===== src/rtl/hazard_stall_ctrl.sv =====
// Pipeline sequencing controller for the 5-stage rv32i core: resolves load-use,
// memory-stall and taken-branch hazards, and keeps perf counters plus a stall watchdog.
module hazard_stall_ctrl #(
   parameter int CNT_W     = 32,
   parameter int WD_CYCLES = 1024
) (
   input  logic             clk,
   input  logic             rst,
   input  logic [4:0]       id_rs1,
   input  logic [4:0]       id_rs2,
   input  logic             id_uses_rs1,
   input  logic             id_uses_rs2,
   input  logic             ex_is_load,
   input  logic [4:0]       ex_rd,
   input  logic             ex_br_taken,
   input  logic             imem_req,
   input  logic             imem_resp,
   input  logic             dmem_req,
   input  logic             dmem_resp,
   output logic             pc_load,
   output logic             if_id_load,
   output logic             id_ex_load,
   output logic             ex_mem_load,
   output logic             mem_wb_load,
   output logic             id_ex_bubble,
   output logic             if_id_flush,
   output logic [CNT_W-1:0] stall_cnt,
   output logic [CNT_W-1:0] bubble_cnt,
   output logic [CNT_W-1:0] flush_cnt,
   output logic             wd_err
);

   localparam int               WAIT_W   = $clog2(WD_CYCLES + 1);
   localparam logic [WAIT_W-1:0] WAIT_MAX = WAIT_W'(WD_CYCLES);
   localparam logic [WAIT_W-1:0] WAIT_TRIP = WAIT_W'(WD_CYCLES - 1);
   localparam logic [CNT_W-1:0]  CNT_MAX  = '1;

   typedef enum logic [1:0] {
      ST_RUN      = 2'd0,
      ST_MEM_WAIT = 2'd1,
      ST_BUBBLE   = 2'd2
   } state_t;

   state_t            r_state;
   state_t            w_next_state;
   logic              w_mem_busy;
   logic              w_rs1_hit;
   logic              w_rs2_hit;
   logic              w_load_use;
   logic              w_do_flush;
   logic              w_do_bubble;
   logic [CNT_W-1:0]  r_stall_cnt;
   logic [CNT_W-1:0]  r_bubble_cnt;
   logic [CNT_W-1:0]  r_flush_cnt;
   logic [WAIT_W-1:0] r_wait_ctr;
   logic              r_wd_err;

   // Hazard decodes; the action priority is freeze > flush > bubble > run.
   assign w_mem_busy  = (imem_req & ~imem_resp) | (dmem_req & ~dmem_resp);
   assign w_rs1_hit   = id_uses_rs1 & (id_rs1 == ex_rd);
   assign w_rs2_hit   = id_uses_rs2 & (id_rs2 == ex_rd);
   assign w_load_use  = ex_is_load & (ex_rd != 5'd0) & (w_rs1_hit | w_rs2_hit);
   assign w_do_flush  = ~w_mem_busy & ex_br_taken;
   assign w_do_bubble = ~w_mem_busy & ~ex_br_taken & w_load_use & (r_state != ST_BUBBLE);

   // NOTE: sequential state uses non-blocking assignments so every register
   // samples the pre-edge values, independent of block ordering.
   always_ff @(posedge clk or posedge rst) begin
      if (rst) begin
         r_state <= ST_RUN;
      end else begin
         r_state <= w_next_state;
      end
   end

   // NOTE: every combinational output gets a default first so no path can infer a latch.
   always_comb begin
      w_next_state = ST_RUN;
      if (w_mem_busy) begin
         w_next_state = ST_MEM_WAIT;
      end else if (w_do_bubble) begin
         w_next_state = ST_BUBBLE;
      end
   end

   always_comb begin
      pc_load      = 1'b0;
      if_id_load   = 1'b0;
      id_ex_load   = 1'b0;
      ex_mem_load  = 1'b0;
      mem_wb_load  = 1'b0;
      id_ex_bubble = 1'b0;
      if_id_flush  = 1'b0;
      if (!rst && !w_mem_busy) begin
         id_ex_load  = 1'b1;
         ex_mem_load = 1'b1;
         mem_wb_load = 1'b1;
         if (w_do_flush) begin
            pc_load      = 1'b1;
            if_id_load   = 1'b1;
            id_ex_bubble = 1'b1;
            if_id_flush  = 1'b1;
         end else if (w_do_bubble) begin
            id_ex_bubble = 1'b1;
         end else begin
            pc_load    = 1'b1;
            if_id_load = 1'b1;
         end
      end
   end

   // Perf counters saturate at all-ones rather than wrapping.
   always_ff @(posedge clk or posedge rst) begin
      if (rst) begin
         r_stall_cnt  <= '0;
         r_bubble_cnt <= '0;
         r_flush_cnt  <= '0;
      end else begin
         if (w_mem_busy && (r_stall_cnt != CNT_MAX)) begin
            r_stall_cnt <= r_stall_cnt + 1'b1;
         end
         if (w_do_bubble && (r_bubble_cnt != CNT_MAX)) begin
            r_bubble_cnt <= r_bubble_cnt + 1'b1;
         end
         if (w_do_flush && (r_flush_cnt != CNT_MAX)) begin
            r_flush_cnt <= r_flush_cnt + 1'b1;
         end
      end
   end

   // Watchdog: wd_err trips on the cycle the consecutive-freeze count reaches WD_CYCLES.
   always_ff @(posedge clk or posedge rst) begin
      if (rst) begin
         r_wait_ctr <= '0;
         r_wd_err   <= 1'b0;
      end else if (w_next_state == ST_MEM_WAIT) begin
         if (r_wait_ctr != WAIT_MAX) begin
            r_wait_ctr <= r_wait_ctr + 1'b1;
         end
         if (r_wait_ctr == WAIT_TRIP) begin
            r_wd_err <= 1'b1;
         end
      end else begin
         r_wait_ctr <= '0;
      end
   end

   assign stall_cnt  = r_stall_cnt;
   assign bubble_cnt = r_bubble_cnt;
   assign flush_cnt  = r_flush_cnt;
   assign wd_err     = r_wd_err;

endmodule


===== config.mk =====
export PLATFORM = sky130hd
export DESIGN_NAME = hazard_stall_ctrl
export DESIGN_NICKNAME = d
export VERILOG_FILES = /design/src/rtl/hazard_stall_ctrl.sv
export SDC_FILE = /design/constraint.sdc
export NUM_CORES = 1
export LEC_CHECK = 0
export BUFFER_PORTS_ARGS = -buffer_cell sky130_fd_sc_hd__buf_2
export CAP_MARGIN = 20
export CORE_AREA = 2 2 72 143
export DETAILED_ROUTE_END_ITERATION = 6
export DIE_AREA = 0 0 74 145
export PLACE_DENSITY_LB_ADDON = 0.15
export SLEW_MARGIN = 5
export SYNTH_ARGS = -nofsm -noshare
export SYNTH_HDL_FRONTEND = slang
export SYNTH_SLANG_ARGS = --single-unit

===== constraint.sdc =====
create_clock -name clk -period 5.6 [get_ports clk]
set_input_delay 0.56 -clock clk [delete_from_list [all_inputs] [get_ports clk]]
set_output_delay 0.56 -clock clk [all_outputs]
set_load 0.03 [all_outputs]

==> reports/results.tsv <==
metric	value	unit
status	finished, final reports clean	
nets	685	
port_buffers	128	
cp-start-kind	input pin	
multi_input_area	2610	sq um
nFillCells	794	
synth_mux_area_share	0.825	%
setup.worst_path.class	in -> out	
rows	51	
clock_skew	0.00700	ns
r2r_slack	3.11	ns
place.gp.congestion	0.834	
synth_top_family_by_area	simple AND/OR/NAND/NOR gates	
p_sw	0.000562	W
synth-seq-area-share	50.4	%
timing.fmax	314	MHz
p_total	0.00185	W
ctsRootBufferMaster	clkbuf_16	
p_comb_share	16.5	%
required	5.04	ns
drt-initial-drc-count	247	
synth_common_cells	dfrtp_1 (110), xnor2_1 (67), nand2_1 (50), nor2_1 (42), nand4_1 (39)	
power_density	283	nW/um^2
overflow	0	
synth_area_leaders	dfrtp_1 (50%), xnor2_1 (11%), xor2_1 (5.9%)	
clockBufferDepth	2	
cts_tree	done	
diodes	0	
seqPwrFrac	50.0	%
syn_nets	552	
async_flop_share	100	%
synthAdderAreaFrac	1.15	%
hold_viol	0	
cap_viol_max_count	0	
route.vias.total	4484	
p_leak	3.18	nW
synthSimpleGateAreaFrac	26.6	%
drc_errors	0	
swShare	30.4	%
clkPwrFrac	33.6	%
yosys_warnings	0	
cts_setup_buffers	0	
cts_made_buffers	9	
rsz0062_at_grt	false	
grt_pass1_vias	4518	
first_pass_iters	4	
viasPerCell	5.66	
worst_slew_pin_slew	0.918	ns
internal-power	0.00128	W
grt_max_degree	59	
synth.top_cell.area_share	50.4	%
area_growth_syn_to_layout	19.4	%
gr-usage-all-layers	25.5	%
dp_hpwl	9.78	mm
die_area	10700	sq um
wl	13.1	mm
syn_inst	522	
wl_per_cell	16.5	um
fin_crit_sh	56.9	%
clkTransAtPathRegs	0.07	ns
core-area	9640	sq um
pin_count	129	
seq_area	2750	sq um
grt_pass1_wl	21.7	mm
drive_above_1_share	25.8	%
synth_most_common_cell	dfrtp_1	
dieWidth	74	um
end_kind	output pin	
synth_ff_type	dfrtp_1	
worstPathMaxFanout	20	
syn_area	5460	sq um
antenna_found_initial	0	
slew-limit-headroom	38.0	%
cts.repair.resized	0	
min_path_type	in -> async	
setup_viol_count_final	0	
ir_worst_vdd	265	uV
synthXorXnorAreaFrac	16.7	%
ctsHoldBuffers	0	
synth_seq_cells	110	
synth_area_leader_cell	dfrtp_1	
final_max_slew_viol_count	0	
synth_edf_count	0	
synthDistinctLibCells	53	
cts_sinks	110	
clock_latency	0.34	ns
start_util	56.7	%
worstPathArrival	2.63	ns
setup_tns	0	ns
postRouteAntennaNets	0	
synth-compound-area-share	2.52	%
synth.avg_cell_area	10.5	sq um
htreeDepth	3	
fin_crit	3.19	ns
die_h	145	um
==> metrics by stage <==
stage | hold WS, ns | area (sq um) | utilization, % | cells | setup WS (ns)
finish | 0.342 | 6520 | 67.7 | 792 | 2.41
global route | 0.412 | 6520 | 67.7 | 792 | 2.25
detailed placement | 0.468 | 6230 | 64.7 | 776 | 2.43
floorplan | 0.471 | 5460 | - | 522 | 1.58
global placement | 0.449 | 6230 | 64.7 | 776 | 2.50
CTS | 0.375 | 6520 | 67.7 | 792 | 2.42
==> state kept, by name, indices dropped and copies added, names as in the netlist <==
signal and cells:
r_wait_ctr 11, r_state 2, stall_cnt 32, bubble_cnt 32, wd_err 1, flush_cnt 32
==> power groups by stage <==
stage,registers (W),logic [W],clock network (W)
finish,0.000923,0.000304,0.000620
global route,0.000934,0.000332,0.000666
CTS,0.000922,0.000308,0.000631
detailed placement,0.000937,0.000306,0
global placement,0.000935,0.000298,0
floorplan,0.00101,0.000116,0
==> layer usage <==
metal  vias to the layer above  wire length, um  GRT usage (%)
met3                        33              494           4.17
met2                       139             7200           45.5
met5                         -                0              0
li1                       2102                -              -
met4                         0              374           10.3
met1                      2210             5030           29.1
==> worst max-delay path, stage by stage <==
cell,delay [ns]
buf_2,0.09
nor2b_1,0.29
nor2_1,0.09
buf_4,0.22
inv_2,0.14
nor3_1,0.07
nand2_1,0.40
inv_2,0.28
nor3_1,0.24
buf_2,0.24
==> worst paths after layout <==
| kind | from | end | cells after the start |
|---|---|---|---|
| setup / recovery | dmem_resp | pc_load | 10 |
| hold / removal | rst | bubble_cnt[9]$_DFFE_PP0P_ | 2 |
| setup reg to reg | flush_cnt[0]$_DFFE_PP0P_ | flush_cnt[30]$_DFFE_PP0P_ | 7 |
| hold reg to reg | wd_err$_DFFE_PP0P_ | wd_err$_DFFE_PP0P_ | 2 |
| max in group asynchronous | rst | bubble_cnt[17]$_DFFE_PP0P_ | 3 |
| min in group clk | wd_err$_DFFE_PP0P_ | wd_err$_DFFE_PP0P_ | 2 |
==> final cells by class <==
type | count | area share, %
clock inverter | 2 | 0.230
clock buffer | 14 | 4.20
timing repair buffer | 130 | 10.1
inverter | 12 | 0.729
sequential | 110 | 42.2
multi-input combinational | 392 | 40.0
tap | 132 | 2.53
==> kinds of logic (layout without fill, tap and decap cells) <==
logic type	count (synthesis)	count (layout)
simple gates	258	258
flops	110	110
xor+xnor	104	104
compound gates	21	21
buf+inv	20	158
fa+ha+maj	5	5
mux	4	4
==> cells in the final DEF (no fill, tap or decap), types with 2 or more instances in the layout <==
master	n
nor4_1	11
inv_1	9
or3_1	6
and4_1	6
clkinvlp_4	2
clkbuf_16	9
buf_4	2
xor2_1	37
xnor2_1	67
nor2_1	42
nor2b_1	4
nand3_1	37
a21oi_1	7
nand2_1	50
o21ai_0	2
and3_1	14
nand4_1	39
buf_2	128
a31oi_1	3
o21a_1	4
nor4b_2	2
clkbuf_8	3
and2_1	3
ha_1	5
mux2_2	4
clkbuf_1	2
nor3_1	17
dfrtp_1	110
and3_2	4
and4_2	2
or4_1	3
inv_2	2
(Power assumes the default switching activity.)
